[config.mk]
export PLATFORM = sky130hd
export DESIGN_NAME = load_store_unit
export DESIGN_NICKNAME = d
export VERILOG_FILES = /design/src/rtl/lsu_pkg.sv /design/src/rtl/lsu_align.sv /design/src/rtl/load_store_unit.sv
export SDC_FILE = /design/constraint.sdc
export NUM_CORES = 1
export LEC_CHECK = 0
export BUFFER_PORTS_ARGS = -buffer_cell sky130_fd_sc_hd__buf_4
export CAP_MARGIN = 10
export CORE_MARGIN = 2
export CORE_UTILIZATION = 35
export CTS_CLUSTER_SIZE = 30
export DETAILED_ROUTE_END_ITERATION = 8
export GPL_TIMING_DRIVEN = 0
export SETUP_SLACK_MARGIN = 0.02
export SLEW_MARGIN = 20
export SYNTH_ARGS = -nofsm -noshare
export SYNTH_HDL_FRONTEND = slang
export SYNTH_SLANG_ARGS = --single-unit
[constraint.sdc]
create_clock -name clk -period 4.6 [get_ports clk]
set_input_delay 0 -clock clk [delete_from_list [all_inputs] [get_ports clk]]
set_output_delay 0 -clock clk [all_outputs]
set_load 0.02 [all_outputs]
[src/rtl/lsu_pkg.sv]
`default_nettype none
// ============================================================================
// Module   : lsu_pkg
// Brief    : Shared types, access-size codes and defaults for the load/store unit.
// Revision : 1.0
// ============================================================================
package lsu_pkg;

    typedef enum logic [1:0] {
        IDLE     = 2'd0,
        REQ      = 2'd1,
        WAIT_RSP = 2'd2,
        DONE     = 2'd3
    } lsu_state_t;

    // funct3[1:0] access size; funct3[2] selects zero-extension on loads
    localparam logic [1:0] c_SIZE_BYTE = 2'b00;
    localparam logic [1:0] c_SIZE_HALF = 2'b01;
    localparam logic [1:0] c_SIZE_WORD = 2'b10;
    localparam logic [1:0] c_SIZE_RSVD = 2'b11;

    localparam int c_TIMEOUT_CYCLES = 255;

    function automatic logic is_misaligned(input logic [1:0] size, input logic [1:0] addr_lo);
        logic bad;
        case (size)
            c_SIZE_BYTE: bad = 1'b0;
            c_SIZE_HALF: bad = addr_lo[0];
            c_SIZE_WORD: bad = |addr_lo;
            default:     bad = 1'b1;
        endcase
        return bad;
    endfunction

endpackage
`default_nettype wire

[src/rtl/lsu_align.sv]
`default_nettype none
// ============================================================================
// Module   : lsu_align
// Brief    : Byte-lane logic: store strobes and lane replication, load extract/extend.
// Revision : 1.0
// ============================================================================
module lsu_align
    import lsu_pkg::*;
(
    input  logic [1:0]  i_addr_lo,
    input  logic [2:0]  i_funct3,
    input  logic [31:0] i_wdata,
    input  logic [31:0] i_rdata,
    output logic [3:0]  o_wstrb,
    output logic [31:0] o_wdata,
    output logic [31:0] o_rdata
);

    logic [7:0]  w_byte;
    logic [15:0] w_half;

    always_comb begin
        w_byte = i_rdata[{i_addr_lo, 3'b000} +: 8];
        w_half = i_rdata[{i_addr_lo[1], 4'b0000} +: 16];
        o_wstrb = 4'b1111;
        o_wdata = i_wdata;
        o_rdata = i_rdata;
        case (i_funct3[1:0])
            c_SIZE_BYTE: begin
                o_wstrb = 4'b0001 << i_addr_lo;
                o_wdata = {4{i_wdata[7:0]}};
                o_rdata = i_funct3[2] ? {24'd0, w_byte} : {{24{w_byte[7]}}, w_byte};
            end
            c_SIZE_HALF: begin
                o_wstrb = 4'b0011 << i_addr_lo;
                o_wdata = {2{i_wdata[15:0]}};
                o_rdata = i_funct3[2] ? {16'd0, w_half} : {{16{w_half[15]}}, w_half};
            end
            default: begin
                o_wstrb = 4'b1111;
                o_wdata = i_wdata;
                o_rdata = i_rdata;
            end
        endcase
    end

endmodule
`default_nettype wire

[src/rtl/load_store_unit.sv]
`default_nettype none
// ============================================================================
// Module   : load_store_unit
// Brief    : Single-outstanding RV32I load/store bridge from CPU to a valid/ready bus.
// Revision : 1.0
// ============================================================================
module load_store_unit
    import lsu_pkg::*;
#(
    parameter int TIMEOUT_CYCLES = c_TIMEOUT_CYCLES
) (
    input  logic        clk,
    input  logic        rst,
    input  logic [31:0] req_addr,
    input  logic [31:0] req_wdata,
    input  logic        req_read_en,
    input  logic        req_write_en,
    input  logic [2:0]  req_funct3,
    output logic [31:0] rsp_rdata,
    output logic        stall,
    output logic        lsu_error,
    output logic        bus_valid,
    input  logic        bus_ready,
    output logic        bus_we,
    output logic [31:0] bus_addr,
    output logic [31:0] bus_wdata,
    output logic [3:0]  bus_wstrb,
    input  logic        bus_rvalid,
    input  logic [31:0] bus_rdata
);

    localparam int                 c_CNT_W   = (TIMEOUT_CYCLES < 1) ? 1 : $clog2(TIMEOUT_CYCLES + 1);
    localparam logic [c_CNT_W-1:0] c_CNT_MAX = c_CNT_W'(TIMEOUT_CYCLES);

    lsu_state_t         r_state;
    logic [c_CNT_W-1:0] r_count;
    logic [1:0]         r_addr_lo;
    logic [2:0]         r_funct3;
    logic [31:0]        r_rsp_rdata;
    logic               r_lsu_error;
    logic               r_bus_valid;
    logic               r_bus_we;
    logic [31:0]        r_bus_addr;
    logic [31:0]        r_bus_wdata;
    logic [3:0]         r_bus_wstrb;

    logic               w_any_req;
    logic               w_misaligned;
    logic               w_in_idle;
    logic [1:0]         w_lane_addr;
    logic [2:0]         w_lane_funct3;
    logic [3:0]         w_wstrb;
    logic [31:0]        w_wdata;
    logic [31:0]        w_rdata_ext;

    assign w_any_req    = req_read_en | req_write_en;
    assign w_misaligned = is_misaligned(req_funct3[1:0], req_addr[1:0]);
    assign w_in_idle    = (r_state == IDLE);

    // Store lanes come from the live request in IDLE; load extraction uses the captured access.
    assign w_lane_addr   = w_in_idle ? req_addr[1:0] : r_addr_lo;
    assign w_lane_funct3 = w_in_idle ? req_funct3    : r_funct3;

    lsu_align u_align (
        .i_addr_lo (w_lane_addr),
        .i_funct3  (w_lane_funct3),
        .i_wdata   (req_wdata),
        .i_rdata   (bus_rdata),
        .o_wstrb   (w_wstrb),
        .o_wdata   (w_wdata),
        .o_rdata   (w_rdata_ext)
    );

    always_ff @(posedge clk or negedge rst) begin
        if (!rst) begin
            r_state     <= IDLE;
            r_count     <= '0;
            r_addr_lo   <= '0;
            r_funct3    <= '0;
            r_rsp_rdata <= '0;
            r_lsu_error <= 1'b0;
            r_bus_valid <= 1'b0;
            r_bus_we    <= 1'b0;
            r_bus_addr  <= '0;
            r_bus_wdata <= '0;
            r_bus_wstrb <= '0;
        end else begin
            r_lsu_error <= 1'b0;
            case (r_state)
                IDLE: begin
                    r_count <= '0;
                    if (w_any_req && w_misaligned) begin
                        r_lsu_error <= 1'b1;
                        r_rsp_rdata <= '0;
                    end else if (w_any_req) begin
                        r_state     <= REQ;
                        r_bus_valid <= 1'b1;
                        r_bus_we    <= req_write_en;
                        r_bus_addr  <= {req_addr[31:2], 2'b00};
                        r_bus_wdata <= w_wdata;
                        r_bus_wstrb <= req_write_en ? w_wstrb : 4'b0000;
                        r_addr_lo   <= req_addr[1:0];
                        r_funct3    <= req_funct3;
                    end
                end
                REQ: begin
                    if (bus_ready) begin
                        r_bus_valid <= 1'b0;
                        r_count     <= '0;
                        r_state     <= r_bus_we ? DONE : WAIT_RSP;
                    end else if (r_count == c_CNT_MAX) begin
                        r_bus_valid <= 1'b0;
                        r_lsu_error <= 1'b1;
                        r_rsp_rdata <= '1;
                        r_count     <= '0;
                        r_state     <= DONE;
                    end else begin
                        r_count <= r_count + 1'b1;
                    end
                end
                WAIT_RSP: begin
                    if (bus_rvalid) begin
                        r_rsp_rdata <= w_rdata_ext;
                        r_count     <= '0;
                        r_state     <= DONE;
                    end else if (r_count == c_CNT_MAX) begin
                        r_lsu_error <= 1'b1;
                        r_rsp_rdata <= '1;
                        r_count     <= '0;
                        r_state     <= DONE;
                    end else begin
                        r_count <= r_count + 1'b1;
                    end
                end
                // The request still on the inputs here is the one just completed; never reissue it.
                DONE: begin
                    r_count <= '0;
                    r_state <= IDLE;
                end
                default: begin
                    r_count <= '0;
                    r_state <= IDLE;
                end
            endcase
        end
    end

    assign stall     = rst & ((w_in_idle & w_any_req & ~w_misaligned) |
                              (r_state == REQ) | (r_state == WAIT_RSP));
    assign rsp_rdata = r_rsp_rdata;
    assign lsu_error = r_lsu_error;
    assign bus_valid = r_bus_valid;
    assign bus_we    = r_bus_we;
    assign bus_addr  = r_bus_addr;
    assign bus_wdata = r_bus_wdata;
    assign bus_wstrb = r_bus_wstrb;

endmodule
`default_nettype wire

* After elaboration in Yosys (flattened, before gate mapping)
Cells that the tools add are included.
** Word-level totals
- Flip-flop bits (word level) :: 116
- Input bits :: 105
- Output and inout port bits :: 104
- Word-level logic and storage cells :: 83
** Operators by class
- Add/subtract/negate cells :: 1
- Equal/unequal tests :: 12
- Shifts and indexed selects :: 4
- Muxes and demuxes :: 35
- Bitwise operators :: 8
- Reduce and logical (&&, ||, !) cells :: 12
** Operators by type and width (count)
- two-way mux 32 bit :: 6
- case mux 32 bit (2 select lines) :: 2
- case mux 32 bit (3 select lines) :: 1
- variable part select 32 x 6 -> 16 bit :: 1
- variable part select 32 x 6 -> 8 bit :: 1
- two-way mux 8 bit :: 3
- case mux 8 bit (3 select lines) :: 1
- two-way mux 2 bit :: 6
- two-way mux 1 bit :: 9
- adder 8 x 1 -> 8 bit, second input constant :: 1
- == test 8 bit, second input constant :: 1
- case mux 2 bit (4 select lines) :: 1
- case mux 4 bit (2 select lines) :: 1
- == test 2 x 1 -> 1 bit, second input constant :: 3
- == test 2 bit, second input constant :: 3
- logical NOT 2 bit :: 3
- != test 2 bit, second input constant :: 3
- case mux 1 bit (3 select lines) :: 2
- AND reduction 3 bit :: 2
- two-way mux 4 bit :: 1
- AND reduction 4 bit :: 1
- OR reduction 2 bit :: 2
- << shifter 1 x 2 -> 4 bit, first input constant :: 1
- << shifter 2 x 2 -> 4 bit, first input constant :: 1
- other kinds (11) :: 16

* Depth between registers and ports, before layout
- Depth in word-level cells :: 7
- Gate-level depth with buffers :: 11
- Depth with buffers taken out :: 8

* Modules after synthesis
Synthesis repeated with hierarchy kept, for this count alone.
** Unflattened totals
- Cell total of the unflattened synthesis :: 567
- Area total of the unflattened synthesis :: 6428.7 µm²
** By module, submodules not included
- load_store_unit :: times used 1, cells an instance 361, area each 5012.3 µm², seq. area each 2902.8 µm²
- lsu_align :: times used 1, cells an instance 206, area each 1416.4 µm², seq. area each 0.0 µm²

* Least setup slack after synthesis
Ideal clock, no wire load.
- Kind :: register to register
- Start :: register r_state[0]
- End :: register r_rsp_rdata[6] (netlist: rsp_rdata[6])
- Setup time :: 0.140 ns
- Arrival :: 1.971 ns
- Data required time :: 4.460 ns
- Path slack :: 2.489 ns
- Cell stages (with the launch flop) :: 12
- Path buffers :: 3
- Clock period less this slack :: 2.111 ns
- Cell sequence :: dfrtp_1 -> inv_1 -> ha_1 -> buf_6 -> buf_4 -> mux2_2 -> and2_1 -> buf_2 -> a22oi_1 -> nor2_1 -> a21oi_1 -> o211ai_1
** On the way
- Word-level cells in the longest chain between the ends :: 7
- Elaborated cells on any way between the ends :: 18
- Classes of those cells :: eq/ne: 5; shift: 2; mux: 7; reduce/logical: 4
** RTL lines
- from (decl) :: line load_store_unit.sv:35 : lsu_state_t r_state;
- from (signal assigned) :: line load_store_unit.sv:110 : r_state <= r_bus_we ? DONE : WAIT_RSP;
- logical NOT 2 bit :: line load_store_unit.sv:58, load_store_unit.sv:89
- two-way mux 2 bit :: line load_store_unit.sv:61 : assign w_lane_addr = w_in_idle ? req_addr[1:0] : r_addr_lo;
- variable part select 32 x 6 -> 16 bit or variable part select 32 x 6 -> 8 bit (tied branches) :: line lsu_align.sv:24, lsu_align.sv:23
- two-way mux 32 bit, on equally long branches :: line lsu_align.sv:37, lsu_align.sv:32
- case mux 32 bit (2 select lines) :: line lsu_align.sv:28 : case (i_funct3[1:0])
- two-way mux 32 bit :: line load_store_unit.sv:122 : if (bus_rvalid) begin
- case mux 32 bit (3 select lines) :: line load_store_unit.sv:89 : case (r_state)
- to (signal assigned) :: line load_store_unit.sv:123 : r_rsp_rdata <= w_rdata_ext;
- to (decl) :: line load_store_unit.sv:39 : logic [31:0] r_rsp_rdata;
Parallel ways exist; a longest one is shown, timed or not.
A chain may end at the register's enable or synchronous reset.

* Final worst setup path
- Start :: register r_state[0]
- End :: register r_rsp_rdata[1] (netlist: rsp_rdata[1])
The elaborated chain is that of the path after synthesis.

==> results_dict.tcl <==
set metrics [dict create \
    synth_seq_cells 116 \
    remaining_drc_errors 0 \
    cp-startpoint "r_state[0]" \
    cts_tree "yes" \
    reg2regPathDepth 10 \
    gp_congestion 0.883 \
    grt_overflow 0 \
    path_delay_family "buffers and inverters" \
    synth_largest_area_cell "dfrtp_1" \
    multi_input_area_um2 2580 \
    htree_levels 4 \
    synthTopCellsByCount "dfrtp_1 (116), o21ai_0 (71), a21oi_1 (65)" \
    port_buffers 204 \
    worstPathMaxFanout 10 \
    cpMostUsedCell "a21oi_1" \
    synth_area_um2 5760 \
    grt_usage_pct 22.5 \
    ys_dominant_reg_cell "dfrtp_1" \
    synthXorXnorAreaFrac_pct 0.913 \
    clock_path_buffers 2 \
    synth_top_family_by_area "compound AO/OA/AOI/OAI gates" \
    r2r_end "rsp_rdata[1]" \
    grt_pass1_vias 5970 \
    routed_wl_mm 19.5 \
    cts-root-buf "clkbuf_16" \
    ys_warn_count 0 \
    syn_to_final_growth_pct 61.5 \
    grt_pass1_wl_mm 31.0 \
    vias 5691 \
    wl_met2_mm 9.57 \
    cts.sinks 116 \
    synth_mux_area_share_pct 14.5 \
    syn_area_per_cell_um2 10.3 \
    synthAdderAreaFrac_pct 1.30 \
    critPathCaptureType "register" \
    cp_cell_sequence "inv_1, ha_1, buf_6, mux2i_1, buf_2, a21oi_1, o21a_1, a21oi_1, o211ai_1, dlygate4sd3_1" \
    fin_setup_tns_ns 0 \
    antenna_found_initial 0 \
    endpoint "rsp_rdata[1]" \
    placed_cells 979 \
    synth-edff-count 0 \
    fin_cells 1118 \
    grt_max_degree 69 \
    critical_path_class "reg2reg" \
    arrival_ns 3.37 \
    max_freq_mhz 325 \
    synth-simple-area-share_pct 9.04 \
    io_pins 209 \
    worst_pin_slew_ns 0.949 \
    synth_top_area_share_pct 50.4 \
    rsz0062_at_grt "false" \
    wl_met1_mm 8.10 \
    ys_seq_area_share_pct 50.4 \
    fin_util_pct 58.1 \
    hpwl_mm 13.3 \
    die_h_um 132 \
    hold_violations 0 \
    synth_most_common_cell "dfrtp_1" \
    start_util_pct 36.0 \
    cap_violations 0 \
    finalCriticalPeriod_ns 3.08 \
    fillers 1396 \
    route.top_layer_used "met4" \
    ctsResizeCount 0 \
    coreArea_um2 16000 \
    p_leak_uw 0.00435 \
    fin_nets 1002 \
    routed_via_density 5.09 \
    slew_viol_final 0 \
    dieArea_um2 17500 \
    synth.distinct_cells 50 \
    min_path_type "in2reg" \
    cp-start-kind "register" \
    die_w_um 132 \
    slowest_delay_ns 0.59 \
    ant_nets 0 \
    drive_above_1_share_pct 33.4 \
    synth_compound_area_share_pct 19.0 \
    worstPathRequired_ns 4.89 \
    syn_inst 557 \
    setup_violations 0 \
    cts-buffers-inserted 17 \
    synth_area_leaders "dfrtp_1 (50%), o21ai_0 (6.2%), a21oi_1 (5.7%), mux2_2 (4.9%), mux2i_1 (4.9%)" \
    finalClockSkew_ns 0.00600 \
    path_buf_inv 4 \
    route.met3.wl_mm 1.47 \
    r2r-start "r_state[0]" \
    path_depth 10 \
    regArea_um2 2900 \
    cp_slowest_cell "dlygate4sd3_1" \
    cts.clk_slew.worst_paths_ns 0.05 \
    avgRoutedWirePerCell_um 17.4 \
    async_reset_ff_share_pct 100 \
    drt_pass1_iterations 5 \
    drtIter0Drc 337 \
    vdd_drop_max_v 0.000388 \
    worstSkewPairLatency_ns 0.41 \
    finalCritPeriodShare_pct 67.0 \
    max_slew_margin_pct 34.9 \
    outcome "finished clean" \
    p_per_area_nw_per_um2 661 \
    num_rows 46 \
    diodes 0 \
    r2r_setup_slack_ns 1.52 \
]
## how the worst min path moves through the flow
stage,to,slack [ns],from,depth (start not counted)
after floorplan,bus_addr[10],-0.30,rst,0
after global placement,bus_addr[26],0.21,req_addr[26],2
after detailed placement,bus_wdata[21],-0.02,rst,1
after CTS,r_state[1],0.04,req_read_en,4
after global routing,bus_wdata[21],0.12,rst,2
final,r_state[1],0.06,req_read_en,4
## through the flow
stage	hold slack, ns	setup slack [ns]	total power [uW]	cell area [um2]
6_report	0.0617	1.52	6140	9300
5_1_grt	0.121	1.31	6510	9300
4_1_cts	0.0438	1.54	6160	9300
3_5_place_dp	-0.0224	1.96	4660	7590
3_3_place_gp	0.212	2.01	4590	7560
2_1_floorplan	-0.296	2.49	3500	5760
## worst register-to-register path, cell delays in order (launching register included)
cell and delay [ns]:
dfrtp_1 0.40, inv_1 0.13, ha_1 0.18, buf_6 0.14
mux2i_1 0.39, buf_2 0.39, a21oi_1 0.11, o21a_1 0.29
a21oi_1 0.23, o211ai_1 0.11, dlygate4sd3_1 0.59
## cells in the final DEF (no fill, tap or decap), drive strengths merged, types with 4 or more instances in the layout
master,synthesis,routed
o211ai,8,8
dlygate4sd3,0,109
ha,6,6
dfrtp,116,116
a21oi,65,65
nor2b,4,4
clkbuf,16,43
nor3,11,11
mux2i,29,29
nor2,27,27
nand3,7,7
buf,23,228
inv,6,6
o21ai,93,93
mux2,48,48
nand2,62,62
## sequential cells by signal, summed over array words and instances, names as in the netlist
name / flops
r_count: 8
bus_valid: 1
bus_wdata: 32
r_state: 2
rsp_rdata: 32
r_funct3: 3
bus_wstrb: 4
bus_addr: 30
lsu_error: 1
bus_we: 1
r_addr_lo: 2
## metal layers
layer / vias up / global-route usage [%]
met4: 0 / 7.23
li1: 2641 / -
met3: 29 / 6.96
met1: 2754 / 26.8
met2: 267 / 38.7
met5: - / 0
## cell type report
cell class | instances | area share (%)
Inverter | 6 | 0.242
Clock buffer | 27 | 5.63
Clock inverter | 3 | 0.969
Sequential cell | 116 | 31.2
Multi-Input combinational cell | 397 | 27.8
Buffer | 39 | 2.69
Timing Repair Buffer | 314 | 28.5
Tap cell | 216 | 2.91
## cells by family (layout without fill, tap and decap cells)
| logic type | Yosys count | count (layout) |
|---|---|---|
| xor+xnor | 6 | 6 |
| simple gates | 119 | 119 |
| mux | 77 | 77 |
| flops | 116 | 116 |
| compound gates | 187 | 187 |
| buf+inv | 45 | 389 |
| other cells | 1 | 2 |
| fa+ha+maj | 6 | 6 |
## report_power, final
group	switching (uW)	total, uW	internal, uW
sequential	247	1670	1420
combinational	1800	3100	1300
clock	439	1370	933
## repair_timing
action                                 CTS  global route
setup buffers                            0             0
hold buffers                           109             0
endpoints found under the hold margin  180             0
Note: power is estimated with default switching activity, not from simulation.
